==> config.mk <==
export PLATFORM = sky130hd
export DESIGN_NAME = trisc_control_sequencer
export DESIGN_NICKNAME = d
export VERILOG_FILES = /design/src/rtl/trisc_pkg.sv /design/src/rtl/trisc_control_sequencer.sv
export SDC_FILE = /design/constraint.sdc
export NUM_CORES = 1
export LEC_CHECK = 0
export BUFFER_PORTS_ARGS = -buffer_cell sky130_fd_sc_hd__buf_2
export CAP_MARGIN = 20
export CORE_MARGIN = 4
export CORE_UTILIZATION = 49
export CTS_CLUSTER_DIAMETER = 100
export DETAILED_ROUTE_END_ITERATION = 16
export GPL_TIMING_DRIVEN = 0
export HOLD_SLACK_MARGIN = 0.1
export PLACE_DENSITY = 0.84
export SLEW_MARGIN = 5
export SYNTH_ARGS = -nofsm -noshare
export SYNTH_HDL_FRONTEND = slang
export SYNTH_SLANG_ARGS = --single-unit
==> constraint.sdc <==
create_clock -name clk -period 2.42 [get_ports clk]
set_clock_uncertainty 0.1 [all_clocks]
set_input_delay 0.121 -clock clk [delete_from_list [all_inputs] [get_ports clk]]
set_output_delay 0.121 -clock clk [all_outputs]
set_load 0.005 [all_outputs]
==> src/rtl/trisc_pkg.sv <==
// trisc_pkg: opcode and ALU select constants, sequencer state encoding and opcode classification helpers.
package trisc_pkg;
    localparam logic [3:0] OP_LDA = 4'h0;
    localparam logic [3:0] OP_STA = 4'h1;
    localparam logic [3:0] OP_ADD = 4'h2;
    localparam logic [3:0] OP_SUB = 4'h3;
    localparam logic [3:0] OP_XOR = 4'h4;
    localparam logic [3:0] OP_INC = 4'h6;
    localparam logic [3:0] OP_CLR = 4'h7;
    localparam logic [3:0] OP_JMP = 4'h8;
    localparam logic [3:0] OP_JPN = 4'h9;
    localparam logic [3:0] OP_JPZ = 4'hC;
    localparam logic [3:0] OP_HLT = 4'hF;
    localparam logic [2:0] ALU_PASS = 3'd0;
    localparam logic [2:0] ALU_ADD  = 3'd1;
    localparam logic [2:0] ALU_SUB  = 3'd2;
    localparam logic [2:0] ALU_XOR  = 3'd3;
    localparam logic [2:0] ALU_INC  = 3'd4;
    localparam logic [2:0] ALU_CLR  = 3'd5;
    typedef enum logic [2:0] {S_IDLE, S_FETCH1, S_FETCH2, S_DECODE, S_EXEC, S_HALT} state_t;
    function automatic logic is_mem_op(input logic [3:0] op);
        return op inside {OP_LDA, OP_STA, OP_ADD, OP_SUB, OP_XOR};
    endfunction
    function automatic logic is_legal(input logic [3:0] op);
        return is_mem_op(op) || (op inside {OP_INC, OP_CLR, OP_JMP, OP_JPN, OP_JPZ, OP_HLT});
    endfunction
endpackage

==> src/rtl/trisc_control_sequencer.sv <==
// trisc_control_sequencer: fetch/decode/execute FSM driving TRISC datapath strobes plus retired-instruction counter.
// Define ILLEGAL_TRAP_EN to halt on undefined opcodes and expose the sticky illegal_op flag.
module trisc_control_sequencer
    import trisc_pkg::*;
#(
    parameter int OPW  = 4,
    parameter int ALUW = 3,
    parameter int CNTW = 16
) (
    input  logic            clk,
    input  logic            rst_n,
    input  logic            run,
    input  logic [OPW-1:0]  opcode,
    input  logic            zero_flag,
    input  logic            neg_flag,
    output logic            pc_inc,
    output logic            pc_load,
    output logic            mar_from_pc,
    output logic            mar_from_ir,
    output logic            ir_load,
    output logic            mem_rd,
    output logic            mem_wr,
    output logic            acc_load,
    output logic [ALUW-1:0] alu_op,
    output logic            halted,
`ifdef ILLEGAL_TRAP_EN
    output logic            illegal_op,
`endif
    output logic [CNTW-1:0] instr_count
);
    state_t state, nxt;
    logic bad, retire, exec_alu;
`ifdef ILLEGAL_TRAP_EN
    assign bad = !is_legal(opcode);
    always_ff @(posedge clk or negedge rst_n)
        if (!rst_n) illegal_op <= 1'b0;
        else if (state == S_DECODE && bad) illegal_op <= 1'b1;
`else
    assign bad = 1'b0;
`endif
    always_ff @(posedge clk or negedge rst_n)
        if (!rst_n) state <= S_IDLE;
        else state <= nxt;
    always_comb begin
        nxt = state;
        case (state)
            S_IDLE:   nxt = run ? S_FETCH1 : S_IDLE;
            S_FETCH1: nxt = S_FETCH2;
            S_FETCH2: nxt = S_DECODE;
            S_DECODE: nxt = (opcode == OP_HLT || bad) ? S_HALT : is_mem_op(opcode) ? S_EXEC : S_FETCH1;
            S_EXEC:   nxt = S_FETCH1;
            default:  nxt = S_HALT;
        endcase
    end
    // STA is the only memory-operand instruction that writes instead of loading ACC
    assign exec_alu = state == S_EXEC && opcode != OP_STA;
    always_comb begin
        mar_from_pc = state == S_FETCH1;
        ir_load     = state == S_FETCH2;
        pc_inc      = state == S_FETCH2;
        mem_rd      = state == S_FETCH2 || exec_alu;
        mem_wr      = state == S_EXEC && opcode == OP_STA;
        mar_from_ir = state == S_DECODE && is_mem_op(opcode);
        acc_load    = exec_alu || (state == S_DECODE && (opcode == OP_INC || opcode == OP_CLR));
        pc_load     = state == S_DECODE && (opcode == OP_JMP || (opcode == OP_JPZ && zero_flag) ||
                                            (opcode == OP_JPN && neg_flag));
        halted      = state == S_HALT;
        alu_op      = !exec_alu && state != S_DECODE ? ALU_PASS :
                      exec_alu && opcode == OP_ADD ? ALU_ADD :
                      exec_alu && opcode == OP_SUB ? ALU_SUB :
                      exec_alu && opcode == OP_XOR ? ALU_XOR :
                      state == S_DECODE && opcode == OP_INC ? ALU_INC :
                      state == S_DECODE && opcode == OP_CLR ? ALU_CLR : ALU_PASS;
    end
    // HLT retires; a trapped illegal opcode does not
    assign retire = (state == S_DECODE && nxt != S_EXEC && !bad) || state == S_EXEC;
    always_ff @(posedge clk or negedge rst_n)
        if (!rst_n) instr_count <= '0;
        else if (retire) instr_count <= instr_count + 1'b1;
endmodule

==> flow_summary.toml <==
[floorplan]
start_util = 0.511
coreArea_um2 = 2190
die_area_um2 = 3110
core.rowCount = 17
die_y_um = 55.8
chipWidth_um = 55.8
io_pins = 37

[global_routing]
antenna_found_initial = 0
grt_pass1_vias = 899
grtUsageMet2 = 0.258
grt_busiest_layer = "met2"
use_met1 = 0.207
grt_pass1_wl_mm = 4.04
met3_usage = 0.0302
grt_overflow = 0
grt_usage = 0.157
grt_max_degree = 20

[clock_network]
clkTransAtPathRegs_ps = 100
cts_buffer_depth = 2
numCtsBuffers = 3
cts_root_buffer = "clkbuf_4"
cts_sinks = 19
postCtsSetupRepairBufs = 0
htree_levels = 1
cts_tree = "done"
hold_buffers = 1
clkLatencyLatePin_ps = 290
cts-resized-gates = 0

[cells_and_area]
design_area_um2 = 1360
layout-drive-gt1-share = 0.280
antennaDiodeCount = 0
final_common_cell = "buf_2"
mostFrequentLayoutCells = "36 x buf_2, 19 x dfrtp_1, 13 x nand2_1"
final_nets = 172
syn_to_final_growth_pct = 21.6

[logic_synthesis]
yosys_register_bits = 19
synth_nets = 132
synth.distinct_cells = 33
yosysSeqAreaShare = 0.425
synth-adder-area-share = 0.0112
synth_flop_cell = "dfrtp_1"
synthSimpleGateAreaFrac = 0.298
syn_inst = 122
synthTopCellsByArea = "dfrtp_1 43%, xor2_1 7.0%, xnor2_1 4.7%"
synth.top_cell.area_share = 0.425
synth-xor-area-share = 0.132
synth_top_family_by_area = "simple AND/OR/NAND/NOR gates"
synth-compound-area-share = 0.0850
synthMuxAreaShare = 0
yosysTopAreaCell = "dfrtp_1"
synth_area_um2 = 1120
synth.avg_cell_area_um2 = 9.17
postSynth.asyncResetShare = 1.00
ys_warn_count = 0
synth-edff-count = 0

[critical_path]
cp_top_family = "simple AND/OR/NAND/NOR gates"
end_kind = "register"
critPathMaxStageDelay_ps = 550
worstSetupPathType = "reg -> reg"
startpoint = "state[0]"
start_kind = "register"
slowest_stage = "or4_4"
rr_startpoint = "state[0]"
cp_cell_sequence = "clkbuf_1 > nand3b_1 > o211a_1 > or4_4 > xnor2_2"
reg2reg_setup_slack_ps = 310
arrival_ps = 2200
crit_buf_inv = 1
path_max_fanout = 10
crit_required_ps = 2500

[detailed_routing]
drc = 0
dr.pass1.iters = 4
via_per_inst = 5.49
wl_mm = 2.39
drtAntennaViolNets = 0
drt-wirelength-per-cell_um = 12.7
dr.first_iter.drc_count = 40
vias = 1037

[power_and_ir_drop]
vdd_drop_max_mv = 0.528
power.density_nw_per_um2 = 823
p_leak_nw = 0.596

[timing]
period_share = 0.874
setup_viol = 0
finalMaxSlewViolations = 0
finalCriticalPeriod_ps = 2110
whs_ps = 110
setup_tns_ps = 0
rsz0062_at_grt = "no"
hold_viol_final = 0
tightest_slew_ps = 424
max_slew_margin = 0.716
fmax_mhz = 473

[place]
dp.final_hpwl_mm = 1.80
place.gp.congestion = 0.845
post_dp_cell_area_um2 = 1320
io_buffer_count = 34

[min_path]
hold_path.class = "in -> reg"
min-delay-start = "run"

[outcome]
status = "completed"

[flow_run]
max_cap_violations = 0
-- through the flow --
stage / cells / util / setup WS, ps / total power [mW]
floorplan: 122 / - / 411 / 0.796
global placement: 184 / 0.604 / 360 / 0.952
detailed placement: 184 / 0.604 / 341 / 0.969
CTS: 189 / 0.621 / 312 / 1.13
global route: 189 / 0.621 / 217 / 1.21
finish: 189 / 0.621 / 305 / 1.12
-- state kept, by name (all words and copies together) (netlist names) --
signal       cells
instr_count     16
state            3
-- Yosys cell counts (2+ instances only) --
master and instances:
nand3_1 4, buf_2 2, nand2_1 13, nor3_1 9, xnor2_1 6, nor2_1 9, inv_1 3, nand4_1 5
xor2_1 9, o21ai_0 3, nand2b_1 2, a21oi_1 8, dfrtp_1 19, and3_1 5, nor2b_1 2, clkbuf_1 4
and4_1 2, o22ai_1 2
-- per-layer routing --
layer	routed length, µm	share of wire
met4	27	0.011
met1	1100	0.46
met3	178	0.074
met2	1080	0.45
met5	0	0
-- power by group --
group / total (mW) / switching (mW) / leakage (nW) / internal (mW)
registers: 0.468 / 0.0848 / 0.205 / 0.383
logic: 0.497 / 0.275 / 0.376 / 0.222
clock network: 0.155 / 0.0906 / 0.0150 / 0.0641
-- worst min-delay path, cell delays in order --
cell     delay [ps]
buf_2            80
a21oi_1          60
a21oi_1         110
or2_2           110
-- worst paths after layout --
| path | to | depth (start not counted) |
|---|---|---|
| max in group asynchronous | state[0] | 2 |
| max reg2reg | instr_count[13] | 5 |
| max | instr_count[13] | 5 |
| min in group asynchronous | instr_count[9] | 2 |
| min reg2reg | instr_count[15] | 1 |
| min | state[0] | 4 |
-- cell families (layout without fill, tap and decap cells) --
group	Yosys count	after routing
xor+xnor	16	16
fa+ha+maj	1	1
compound gates	16	16
flops	19	19
simple gates	59	59
buf+inv	11	50
-- final cells by class --
| class | instances | area, µm² |
|---|---|---|
| Buffer | 8 | 43.8 |
| Clock buffer | 4 | 26.3 |
| Fill cell | 199 | 831 |
| Inverter | 3 | 11.3 |
| Multi-Input combinational cell | 92 | 588 |
| Sequential cell | 19 | 475 |
| Tap cell | 28 | 35.0 |
| Timing Repair Buffer | 35 | 180 |
No activity file was read; power rests on OpenSTA's default activity.
